**config.mk**
```make
export PLATFORM = sky130hd
export DESIGN_NAME = logic16_arbiter
export DESIGN_NICKNAME = d
export VERILOG_FILES = /design/src/rtl/logic16_defs_pkg.sv /design/src/rtl/logic16_unit.sv /design/src/rtl/logic16_arbiter.sv
export SDC_FILE = /design/constraint.sdc
export NUM_CORES = 1
export LEC_CHECK = 0
export BUFFER_PORTS_ARGS = -buffer_cell sky130_fd_sc_hd__buf_4
export CORE_UTILIZATION = 53
export DETAILED_ROUTE_END_ITERATION = 10
export GPL_ROUTABILITY_DRIVEN = 0
export PLACE_DENSITY = 0.81
export SETUP_SLACK_MARGIN = 0.15
export SLEW_MARGIN = 20
export SYNTH_ARGS = -nofsm -noshare
export SYNTH_HDL_FRONTEND = slang
export SYNTH_SLANG_ARGS = --single-unit
```
**constraint.sdc**
```tcl
create_clock -name clk -period 2.1 [get_ports clk]
set_clock_uncertainty 0.15 [all_clocks]
set_input_delay 0.21 -clock clk [delete_from_list [all_inputs] [get_ports clk]]
set_output_delay 0.21 -clock clk [all_outputs]
set_load 0.01 [all_outputs]
```
**src/rtl/logic16_defs_pkg.sv**
```systemverilog
`default_nettype none
// ============================================================================
// Module      : logic16_defs (package)
// Description : Shared constants for the 16-bit logic-unit arbiter: operand
//               width, opcode values and FSM state encodings.
// Revision    : 1.0 - initial release
// ============================================================================
package logic16_defs;

   localparam int LOGIC_W = 16;

   // Opcodes for the shared bitwise logic unit
   localparam logic [1:0] OP_AND  = 2'b00;
   localparam logic [1:0] OP_OR   = 2'b01;
   localparam logic [1:0] OP_XOR  = 2'b10;
   localparam logic [1:0] OP_XNOR = 2'b11;

   // Arbiter FSM state encodings
   localparam logic [1:0] S_IDLE = 2'd0;
   localparam logic [1:0] S_EXEC = 2'd1;
   localparam logic [1:0] S_RESP = 2'd2;

endpackage : logic16_defs
`default_nettype wire

```
**src/rtl/logic16_unit.sv**
```systemverilog
`default_nettype none
// ============================================================================
// Module      : logic16_unit
// Description : Purely combinational 16-bit bitwise logic unit. Builds the
//               AND/OR/XOR/XNOR planes from per-bit gate cells and picks one
//               with a 4:1 select driven by the opcode.
// Revision    : 1.0 - initial release
// ============================================================================
import logic16_defs::*;

module logic16_unit (
   input  logic [1:0]         op,
   input  logic [LOGIC_W-1:0] a,
   input  logic [LOGIC_W-1:0] b,
   output logic [LOGIC_W-1:0] y
);

   logic [LOGIC_W-1:0] w_and;
   logic [LOGIC_W-1:0] w_or;
   logic [LOGIC_W-1:0] w_xor;
   logic [LOGIC_W-1:0] w_xnor;

   // One gate cell of each kind per bit; no carries between bits
   genvar i;
   generate
      for (i = 0; i < LOGIC_W; i++) begin : g_bit
         and  u_and  (w_and[i],  a[i], b[i]);
         or   u_or   (w_or[i],   a[i], b[i]);
         xor  u_xor  (w_xor[i],  a[i], b[i]);
         xnor u_xnor (w_xnor[i], a[i], b[i]);
      end
   endgenerate

   // 4:1 result select by opcode
   always_comb begin
      y = w_and;
      case (op)
         OP_AND:  y = w_and;
         OP_OR:   y = w_or;
         OP_XOR:  y = w_xor;
         OP_XNOR: y = w_xnor;
         default: y = w_and;
      endcase
   end

endmodule : logic16_unit
`default_nettype wire

```
**src/rtl/logic16_arbiter.sv**
```systemverilog
`default_nettype none
// ============================================================================
// Module      : logic16_arbiter
// Description : Round-robin shares one logic16_unit between two valid/ready
//               requesters. One operation in flight at a time: accept (IDLE),
//               evaluate and register (EXEC), present response (RESP).
// Revision    : 1.0 - initial release
// ============================================================================
import logic16_defs::*;

module logic16_arbiter #(
   parameter int WIDTH = 16,
   parameter int OP_W  = 2
) (
   input  logic             clk,
   input  logic             rst_n,
   input  logic             req0_valid,
   output logic             req0_ready,
   input  logic [OP_W-1:0]  req0_op,
   input  logic [WIDTH-1:0] req0_a,
   input  logic [WIDTH-1:0] req0_b,
   input  logic             req1_valid,
   output logic             req1_ready,
   input  logic [OP_W-1:0]  req1_op,
   input  logic [WIDTH-1:0] req1_a,
   input  logic [WIDTH-1:0] req1_b,
   output logic             rsp_valid,
   input  logic             rsp_ready,
   output logic             rsp_id,
   output logic [WIDTH-1:0] rsp_data,
   output logic             rsp_zero,
   output logic             busy
);

   logic [1:0]       r_state;
   logic             r_last_grant;
   logic [OP_W-1:0]  r_op;
   logic [WIDTH-1:0] r_a;
   logic [WIDTH-1:0] r_b;
   logic             r_id;
   logic [WIDTH-1:0] r_rsp_data;
   logic             r_rsp_id;
   logic             r_rsp_zero;

   logic             w_idle;
   logic             w_grant;
   logic             w_accept;
   logic [WIDTH-1:0] w_y;

   assign w_idle   = (r_state == S_IDLE);
   assign w_accept = w_idle & (req0_valid | req1_valid);

   // Round-robin grant: a lone requester wins; on a tie the one not served last wins
   always_comb begin
      w_grant = 1'b0;
      if (req0_valid && req1_valid) begin
         w_grant = ~r_last_grant;
      end else if (req1_valid) begin
         w_grant = 1'b1;
      end
   end

   assign req0_ready = w_idle & ~w_grant & req0_valid;
   assign req1_ready = w_idle &  w_grant & req1_valid;

   logic16_unit u_unit (
      .op (r_op),
      .a  (r_a),
      .b  (r_b),
      .y  (w_y)
   );

   // FSM, operand capture and registered response
   always_ff @(posedge clk or negedge rst_n) begin
      if (!rst_n) begin
         r_state      <= S_IDLE;
         r_last_grant <= 1'b1;   // req0 wins the first tie
         r_op         <= '0;
         r_a          <= '0;
         r_b          <= '0;
         r_id         <= 1'b0;
         r_rsp_data   <= '0;
         r_rsp_id     <= 1'b0;
         r_rsp_zero   <= 1'b0;
      end else begin
         case (r_state)
            S_IDLE: begin
               if (w_accept) begin
                  r_state      <= S_EXEC;
                  r_last_grant <= w_grant;
                  r_id         <= w_grant;
                  r_op         <= w_grant ? req1_op : req0_op;
                  r_a          <= w_grant ? req1_a  : req0_a;
                  r_b          <= w_grant ? req1_b  : req0_b;
               end
            end
            S_EXEC: begin
               r_state    <= S_RESP;
               r_rsp_data <= w_y;
               r_rsp_zero <= (w_y == '0);
               r_rsp_id   <= r_id;
            end
            S_RESP: begin
               if (rsp_ready) begin
                  r_state <= S_IDLE;
               end
            end
            default: r_state <= S_IDLE;
         endcase
      end
   end

   assign rsp_valid = (r_state == S_RESP);
   assign busy      = ~w_idle;
   assign rsp_data  = r_rsp_data;
   assign rsp_id    = r_rsp_id;
   assign rsp_zero  = r_rsp_zero;

endmodule : logic16_arbiter
`default_nettype wire

```
==> results.sh, run 1 <==
export IMPL_status="finished clean"
export IMPL_finalWirelength_um=7030
export IMPL_max_clock_freq_mhz=523
export IMPL_rr_worst_depth=5
export IMPL_route_detailed_drc=0
export IMPL_grt_pass1_vias=2650
export IMPL_numPortBuffers=94
export IMPL_async_flop_share=1.00
export IMPL_num_nets_final=572
export IMPL_wl_per_cell_um=12.9
export IMPL_hp_class="input port to flip-flop"
export IMPL_hold_path_depth=3
export IMPL_ant_nets=0
export IMPL_ir_worst_vdd_mv=0.918
export IMPL_die_area_um2=6940
export IMPL_critPathBufInv=1
export IMPL_antenna_found_initial=0
export IMPL_grt_setup_unrepaired="true"
export IMPL_cts_clk_slew_worst_paths_ns=0.10
export IMPL_syn_area_um2=3500
export IMPL_maxCapViolations=0
export IMPL_post_synth_num_cell_types=31
export IMPL_cp_required_ns=2.16
export IMPL_die_height_um=83.3
export IMPL_synth_common_cells="65 x nand2_1, 55 x dfrtp_1, 35 x inv_1, 35 x o21ai_1, 34 x mux2i_1"
export IMPL_muxShareOfSynthArea=0.100
export IMPL_yosysSeqAreaShare=0.400
export IMPL_synth_edf_count=0
export IMPL_vias=2749
export IMPL_synth_ff_type="dfrtp_1"
export IMPL_p_leak_nw=2.27
export IMPL_critPathCaptureType="flip-flop"
export IMPL_tns_ns=0
export IMPL_cts_sinks=56
export IMPL_avgViaCountPerCell=5.05
export IMPL_synthAdderAreaFrac=0.114
export IMPL_finalPower_mw=6.41
export IMPL_post_dp_hpwl_um=5320
export IMPL_netlist_instances=379
export IMPL_synth_top_area_share=0.393
export IMPL_setup_viol=0
export IMPL_io_pins=95
export IMPL_synth_compound_area_frac=0.121
export IMPL_relSlewSlack=0.540
export IMPL_core_area_um2=6350
export IMPL_drive_gt1_frac=0.261
export IMPL_num_antenna_cells=0
export IMPL_synth_top_family_by_area="simple AND/OR/NAND/NOR gates"
export IMPL_timing_final_hold_violations=0
export IMPL_fillers=467
export IMPL_track_usage=0.209
export IMPL_cpLargestDelayFamily="compound AO/OA/AOI/OAI gates"
export IMPL_startpoint_type="flip-flop"
export IMPL_yosys_area_top_type="dfrtp_1"
export IMPL_cts_path_max_buffers=2
export IMPL_synth_area_leaders="dfrtp_1 39%, ha_1 11%, mux2i_1 9.7%, nand2_1 7.0%, nor2b_1 5.4%"
export IMPL_ys_ff_latch=56
export IMPL_rows=29
export IMPL_timing_final_crit_share=0.910
export IMPL_htreeDepth=2
export IMPL_path_depth=5
export IMPL_dr_first_iter_drc_count=155
export IMPL_grt_max_degree=57
export IMPL_ys_warn_count=0
export IMPL_start_util=0.552
export IMPL_crit_chain="buf_12, nor2b_1, o31ai_1, o2111ai_1, o41ai_2"
export IMPL_clk_latency_ns=0.31
export IMPL_fp_dieW_um=83.3
export IMPL_synth_most_common_cell="nand2_1"
export IMPL_slowest_delay_ns=0.42
export IMPL_synth_xor_area_frac=0.0400
export IMPL_power_density_nw_per_um2=1430
export IMPL_worst_pin_slew_ns=0.689
export IMPL_syn_mean_instance_area_um2=9.25
export IMPL_cp_slowest_cell="dfrtp_1"
export IMPL_synth_simple_area_share=0.150
export IMPL_arrival_ns=1.97
export IMPL_synth_nets=484
export IMPL_cts_tree="done"
export IMPL_numCtsBuffers=5
export IMPL_grt_pass1_wl_um=11700
export IMPL_area_growth_pct=27.6
export IMPL_setup_worst_path_class="flip-flop to flip-flop"
export IMPL_grt_overflow=0
export IMPL_cp_max_fo=33
export IMPL_root_buffer="clkbuf_8"
export IMPL_slew_viol_final=0
export IMPL_period_minus_slack_ns=1.91
export IMPL_drt_pass1_iter_count=4
==> final cells by class <==
class / count / area (um^2) / share of cell area
timing repair buffer: 105 / 831 / 0.186
clock inverter: 2 / 60.1 / 0.0134
sequential: 56 / 1400 / 0.314
multi-input combinational: 264 / 1880 / 0.421
inverter: 35 / 131 / 0.0294
clock buffer: 5 / 68.8 / 0.0154
tap: 77 / 96.3 / 0.0215
==> cell usage in the layout, fill, tap and decap left out, types with 3 or more instances in the layout <==
| cell type | instances |
|---|---|
| buf_4 | 100 |
| nand2_1 | 65 |
| dfrtp_1 | 55 |
| inv_1 | 35 |
| mux2i_1 | 34 |
| o21ai_1 | 34 |
| ha_1 | 32 |
| nor2b_1 | 30 |
| xnor2_1 | 15 |
| o21ai_0 | 15 |
| o31ai_1 | 12 |
| clkbuf_8 | 5 |
| o31ai_2 | 3 |
| buf_12 | 3 |
==> final timing paths <==
check	startpoint	endpoint	slack, ns
setup / recovery	r_op[0]	rsp_zero	0.19
hold / removal	req0_b[15]	r_b[15]	0.009
setup reg to reg	r_op[0]	rsp_zero	0.19
hold reg to reg	rsp_data[6]	rsp_data[6]	0.34
max in group asynchronous	rst_n	r_a[1]	1.01
min in group asynchronous	rst_n	rsp_data[7]	0.34
==> per-layer routing <==
layer / vias up / track usage / share of wire
li1: 1414 / - / -
met1: 1236 / 0.286 / 0.47
met2: 88 / 0.337 / 0.46
met3: 11 / 0.0417 / 0.054
met4: 0 / 0.0596 / 0.016
met5: - / 0 / 0
==> sequential cells by signal, indices dropped and copies added, names as in the netlist <==
name and count:
r_a 16, r_b 16, rsp_data 16, r_op 2, r_state 2, r_id 1, r_last_grant 1, rsp_id 1
rsp_zero 1
==> worst reg2reg max path, stage by stage, from the launching register on <==
cell	delay, ns
dfrtp_1	0.42
buf_12	0.18
nor2b_1	0.15
o31ai_1	0.37
o2111ai_1	0.20
o41ai_2	0.34
==> per-stage QoR <==
step | hold slack, ns | util | instance area (um^2) | std cells | setup WS [ns]
floorplan | -0.236 | - | 3500 | 379 | 0.383
global placement | 0.143 | 0.676 | 4290 | 533 | 0.190
detailed placement | 0.153 | 0.676 | 4290 | 533 | 0.152
CTS | 0.0121 | 0.700 | 4450 | 542 | 0.167
global route | 0.0194 | 0.704 | 4470 | 544 | 0.102
finish | 0.00875 | 0.704 | 4470 | 544 | 0.190
==> power breakdown <==
group          switching, mW  internal [mW]
clock                  0.339          0.469
sequential             0.400           1.61
combinational           1.89           1.70
total                   2.63           3.78
==> logic make-up after synthesis <==
group	after synthesis
AO/OA/AOI/OAI	72
XOR/XNOR	16
flip-flops	56
buffers and inverters	59
multiplexers	35
AND/OR/NAND/NOR	109
adder cells (fa/ha/maj)	32
==> what timing repair did <==
| action | CTS | global route |
|---|---|---|
| resized for setup | 1 | 3 |
| setup endpoints to repair | 1 | 3 |
| endpoints found under the hold margin | 56 | 0 |
| hold buffers | 2 | 0 |
| setup buffers | 0 | 2 |
| pin swaps | 0 | 2 |
Power figures use the tool's default switching activity.
==> inputs of run 2 (changes only) <==
--- a/config.mk
+++ b/config.mk
@@ -6,6 +6,7 @@
 export NUM_CORES = 1
 export LEC_CHECK = 0
 export BUFFER_PORTS_ARGS = -buffer_cell sky130_fd_sc_hd__buf_4
+export CORE_MARGIN = 2
 export CORE_UTILIZATION = 53
 export DETAILED_ROUTE_END_ITERATION = 10
 export GPL_ROUTABILITY_DRIVEN = 0
==> constraint.sdc (replaced) <==
create_clock -name clk -period 1.9 [get_ports clk]
set_clock_uncertainty 0.15 [all_clocks]
set_input_delay 0.19 -clock clk [delete_from_list [all_inputs] [get_ports clk]]
set_output_delay 0.19 -clock clk [all_outputs]
set_load 0.01 [all_outputs]
==> run 2 against run 1 <==
The run now ends with hold timing, setup timing left. Critical path depth grew 2. Maximum frequency shrank 0.16%. Power increased by 17%. Die area grew 4.9%. Utilization up 3.6 points. Clock-buffer cell count grew 3. Sequential cell count stayed put. Combinational power increased by 28%. Global-route usage increased by 2.4 points. Clock power is 23% lower. Wire length increased by 18%. Worst hold slack got worse by 0.013 ns.
==> results.sh, run 2 (synthesis gave the netlist of run 1 again) <==
export IMPL_worst_pin_slew_ns=0.699
export IMPL_grt_overflow=0
export IMPL_timing_final_crit_share=1.01
export IMPL_antenna_found_initial=0
export IMPL_clk_latency_ns=0.31
export IMPL_cts_sinks=56
export IMPL_timing_final_hold_violations=3
export IMPL_drt_pass1_iter_count=4
export IMPL_route_detailed_drc=0
export IMPL_max_clock_freq_mhz=523
export IMPL_ant_nets=0
export IMPL_slew_viol_final=0
export IMPL_arrival_ns=1.99
export IMPL_cp_max_fo=3
export IMPL_root_buffer="clkbuf_8"
export IMPL_power_density_nw_per_um2=1580
export IMPL_pre_cts_ws_ns=-0.0313
export IMPL_setup_worst_path_class="flip-flop to flip-flop"
export IMPL_violations="hold timing, setup timing"
export IMPL_crit_chain="inv_1, ha_1, xnor2_1, nand2_1, o31ai_2, o2111ai_2, o41ai_2"
export IMPL_io_pins=95
export IMPL_grt_pass1_vias=2858
export IMPL_setup_ws_ns=-0.0135
export IMPL_dr_first_iter_drc_count=137
export IMPL_grt_pass1_wl_um=13400
export IMPL_wl_per_cell_um=14.7
export IMPL_numCtsBuffers=5
export IMPL_num_nets_final=591
export IMPL_status="finished with violations"
export IMPL_grt_max_degree=72
export IMPL_maxCapViolations=0
export IMPL_slowest_delay_ns=0.39
export IMPL_vias=2963
export IMPL_hold_slack_ns=-0.00386
export IMPL_post_dp_hpwl_um=5680
export IMPL_relSlewSlack=0.534
export IMPL_area_growth_pct=34.9
export IMPL_rows=29
export IMPL_core_area_um2=6390
export IMPL_layout_common_cells="108 x buf_4, 65 x nand2_1, 55 x dfrtp_1"
export IMPL_fp_dieW_um=85.3
export IMPL_cts_tree="done"
export IMPL_period_minus_slack_ns=1.91
export IMPL_cp_required_ns=1.97
export IMPL_startpoint_type="flip-flop"
export IMPL_num_antenna_cells=0
export IMPL_avgViaCountPerCell=5.25
export IMPL_die_height_um=85.3
export IMPL_start_util=0.549
export IMPL_cpLargestDelayFamily="compound AO/OA/AOI/OAI gates"
export IMPL_grt_setup_unrepaired="true"
export IMPL_fillers=451
export IMPL_hp_class="input port to flip-flop"
export IMPL_htreeDepth=2
export IMPL_cts_clk_slew_worst_paths_ns=0.10
export IMPL_critPathBufInv=1
export IMPL_die_area_um2=7280
export IMPL_post_route_util=0.740
export IMPL_cp_slowest_cell="dfrtp_1"
export IMPL_cts_path_max_buffers=2
export IMPL_drive_gt1_frac=0.292
export IMPL_ir_worst_vdd_mv=1.24
export IMPL_ff2ff_setup_slack_ns=-0.01
export IMPL_setup_viol=1
export IMPL_p_leak_nw=2.37
export IMPL_numPortBuffers=94
export IMPL_track_usage=0.232
export IMPL_finalWirelength_um=8320
export IMPL_critPathCaptureType="flip-flop"
export IMPL_final_common_cell="buf_4"
## run 2: cell count changes in the layout (fill, tap and decap cells not counted), moves of 3 or more
| cell | change |
|---|---|
| buf_4 | +8 |
| clkbuf_1 | +3 |
| dlygate4sd3_1 | +9 |
| o31ai_1 | -8 |
| o31ai_2 | +5 |
| o31ai_4 | +3 |
## run 2: area by class of cell
cell class / count / area, um^2 / area share
Multi-Input combinational cell: 264 / 1980 / 0.420
Sequential cell: 56 / 1400 / 0.297
Timing Repair Buffer: 124 / 1030 / 0.219
Inverter: 35 / 131 / 0.0278
Tap cell: 77 / 96.3 / 0.0204
Clock buffer: 8 / 80.1 / 0.0169
## run 2: path summary, 6_finish.rpt
kind	from	end	cells past startpoint
worst max-delay path	r_a[3]	rsp_zero	7
worst min-delay path	req0_b[10]	r_b[10]	3
worst max register to register	r_a[3]	rsp_zero	7
worst min register to register	rsp_data[5]	rsp_data[5]	2
max in group asynchronous	rst_n	r_b[12]	2
min in group asynchronous	rst_n	r_b[1]	2
## run 2: timing repair
item / CTS / global route
endpoints found under the setup margin: 2 / 3
endpoints found under the hold margin: 62 / 0
cloned: 1 / 0
setup buffers: 4 / 8
pin swaps: 8 / 11
gates resized for setup: 14 / 5
hold buffers: 11 / 0
## run 2: per-layer routing
metal,share of wire,vias to the layer above,GRT usage
li1,-,1458,-
met5,0,-,0
met2,0.50,75,0.371
met4,0.012,0,0.0707
met1,0.45,1422,0.328
met3,0.045,8,0.0350
## run 2: stage by stage
stage / setup TNS (ns) / instances / cell area [um^2] / total power [mW] / hold slack, ns
finish: -0.0135 / 564 / 4730 / 7.48 / -0.00386
global route: -0.0978 / 564 / 4730 / 8.09 / 0.00438
CTS: 0 / 556 / 4630 / 7.20 / 0.00187
detailed placement: -0.0313 / 532 / 4300 / 6.23 / 0.131
global placement: 0 / 532 / 4300 / 5.97 / 0.129
floorplan: 0 / 379 / 3500 / 4.99 / -0.256
## run 2: power by group
part / internal (mW) / leakage, nW / switching [mW]
Combinational: 2.21 / 1.64 / 2.39
Clock: 0.263 / 0.0395 / 0.363
Sequential: 1.78 / 0.691 / 0.475
Total: 4.25 / 2.37 / 3.23
## run 2: tightest hold or removal path, cell delays in order
cell	delay, ns
buf_4	0.08
mux2i_1	0.05
o21ai_1	0.10
==> inputs of run 3 (changes only) <==
--- a/config.mk
+++ b/config.mk
@@ -11,6 +11,7 @@
 export DETAILED_ROUTE_END_ITERATION = 10
 export GPL_ROUTABILITY_DRIVEN = 0
 export PLACE_DENSITY = 0.81
+export REMOVE_ABC_BUFFERS = 1
 export SETUP_SLACK_MARGIN = 0.15
 export SLEW_MARGIN = 20
 export SYNTH_ARGS = -nofsm -noshare
==> run 3 against run 2 <==
The flow finishes with violations (hold timing). Critical path depth is the same. Register-to-register slack improved by 0.06 ns. Setup slack improved by 0.060 ns. Combinational power down 9.1%. Power down 5.5%. Maximum frequency grew 3.2%. Sequential share of layout area is 0.68 points higher. Global-route usage is 2.1 points lower. Clock-buffer cell count unchanged. Via count decreased by 4.4%. Critical endpoint unchanged.
==> results.sh, run 3 (synthesis gave the netlist of run 1 again) <==
export IMPL_status="finished with violations"
export IMPL_violations="hold timing"
export IMPL_timing_final_crit_share=0.976
export IMPL_ant_nets=0
export IMPL_relSlewSlack=0.541
export IMPL_slew_viol_final=0
export IMPL_finalWirelength_um=7300
export IMPL_timing_final_hold_violations=3
export IMPL_numPortBuffers=94
export IMPL_grt_pass1_vias=2854
export IMPL_cts_path_max_buffers=2
export IMPL_num_antenna_cells=0
export IMPL_core_area_um2=6390
export IMPL_cpLargestDelayFamily="compound AO/OA/AOI/OAI gates"
export IMPL_numCtsBuffers=5
export IMPL_p_leak_nw=2.32
export IMPL_dr_first_iter_drc_count=114
export IMPL_antenna_found_initial=0
export IMPL_cp_slowest_cell="dfrtp_1"
export IMPL_avgViaCountPerCell=5.08
export IMPL_post_dp_hpwl_um=5200
export IMPL_startpoint_type="flip-flop"
export IMPL_fin_cells=558
export IMPL_post_route_util=0.725
export IMPL_setup_ws_ns=0.0464
export IMPL_num_nets_final=585
export IMPL_placedCellCount=535
export IMPL_arrival_ns=1.92
export IMPL_cts_clk_slew_worst_paths_ns=0.09
export IMPL_grt_max_degree=72
export IMPL_fp_dieW_um=85.3
export IMPL_p_seq_frac=0.314
export IMPL_placed_area_um2=4320
export IMPL_layout_common_cells="101 x buf_4, 65 x nand2_1, 54 x dfrtp_1"
export IMPL_max_clock_freq_mhz=539
export IMPL_crit_chain="buf_4, ha_1, nor2_1, a21oi_1, nor3_2, o2111ai_2, o41ai_2"
export IMPL_start_util=0.549
export IMPL_die_area_um2=7280
export IMPL_intPower_mw=4.09
export IMPL_cp_required_ns=1.97
export IMPL_cts_tree="done"
export IMPL_worst_pin_slew_ns=0.688
export IMPL_area_growth_pct=32.0
export IMPL_clk_latency_ns=0.31
export IMPL_final_area_um2=4630
export IMPL_drt_pass1_iter_count=5
export IMPL_route_detailed_drc=0
export IMPL_pre_cts_ws_ns=0.0449
export IMPL_swShare=0.422
export IMPL_grt_overflow=0
export IMPL_power_density_nw_per_um2=1530
export IMPL_setup_viol=0
export IMPL_root_buffer="clkbuf_8"
export IMPL_cp_max_fo=2
export IMPL_cts_sinks=56
export IMPL_track_usage=0.211
export IMPL_die_height_um=85.3
export IMPL_hold_slack_ns=-0.00300
export IMPL_io_pins=95
export IMPL_final_common_cell="buf_4"
export IMPL_wl_per_cell_um=13.1
export IMPL_ir_worst_vdd_mv=1.43
export IMPL_drive_gt1_frac=0.283
export IMPL_maxCapViolations=0
export IMPL_switchingPower_mw=2.98
export IMPL_tns_ns=0
export IMPL_fillers=487
export IMPL_rows=29
export IMPL_grt_pass1_wl_um=12500
export IMPL_finalPower_mw=7.07
export IMPL_combPwrFrac=0.591
export IMPL_grt_setup_unrepaired="true"
export IMPL_hp_class="input port to flip-flop"
export IMPL_vias=2834
export IMPL_critPathCaptureType="flip-flop"
export IMPL_period_minus_slack_ns=1.85
export IMPL_critPathBufInv=1
export IMPL_clockPowerShare=0.095
export IMPL_setup_worst_path_class="flip-flop to flip-flop"
export IMPL_htreeDepth=2
export IMPL_slowest_delay_ns=0.40
run 3: cell count changes in the layout (fill, tap and decap cells not counted), sizes merged:
| cell | before | now |
|---|---|---|
| buf | 112 | 106 |
| dlygate4sd3 | 11 | 12 |
| bufbuf | 1 | 0 |
run 3: tightest hold or removal path, cell delays in order:
cell     delay [ns]
buf_4          0.08
mux2i_1        0.05
o21ai_1        0.11
run 3: path summary, 6_finish.rpt:
kind | startpoint | endpoint | cells after the start | slack, ns
min in group asynchronous | rst_n | r_state[1] | 2 | 0.32
max in group asynchronous | rst_n | r_op[0] | 2 | 0.79
max reg2reg | r_a[12] | rsp_zero | 7 | 0.05
min | req0_b[1] | r_b[1] | 3 | -0.003
max | r_a[12] | rsp_zero | 7 | 0.05
min reg2reg | rsp_data[3] | rsp_data[3] | 2 | 0.34
run 3: power groups by stage:
stage	Clock, mW	Combinational (mW)	Sequential (mW)
2_1_floorplan	0	2.50	2.36
3_3_place_gp	0	3.74	2.19
3_5_place_dp	0	3.91	2.24
4_1_cts	0.687	4.20	2.22
5_1_grt	0.730	4.72	2.29
6_report	0.671	4.18	2.22
run 3: metal layers:
metal	global-route usage	part of all wire	up-vias
met5	0	0	-
met4	0.0592	0.016	0
met3	0.0321	0.036	13
met2	0.400	0.55	64
met1	0.245	0.40	1314
li1	-	-	1443
run 3: repair_timing:
item | 4_1_cts | 5_1_grt
hold buffers | 12 | 0
resized for setup | 15 | 1
setup endpoints to repair | 2 | 4
hold endpoints to repair | 64 | 0
gates cloned | 0 | 0
pin swaps | 15 | 7
setup buffers | 2 | 1
run 3: cell type report:
cell class / instances / area [um^2] / share of cell area
clock buffer: 8 / 90.1 / 0.0195
inverter: 35 / 131 / 0.0284
multi-input combinational: 264 / 1940 / 0.418
sequential: 56 / 1400 / 0.303
tap: 77 / 96.3 / 0.0208
timing repair buffer: 118 / 970 / 0.210
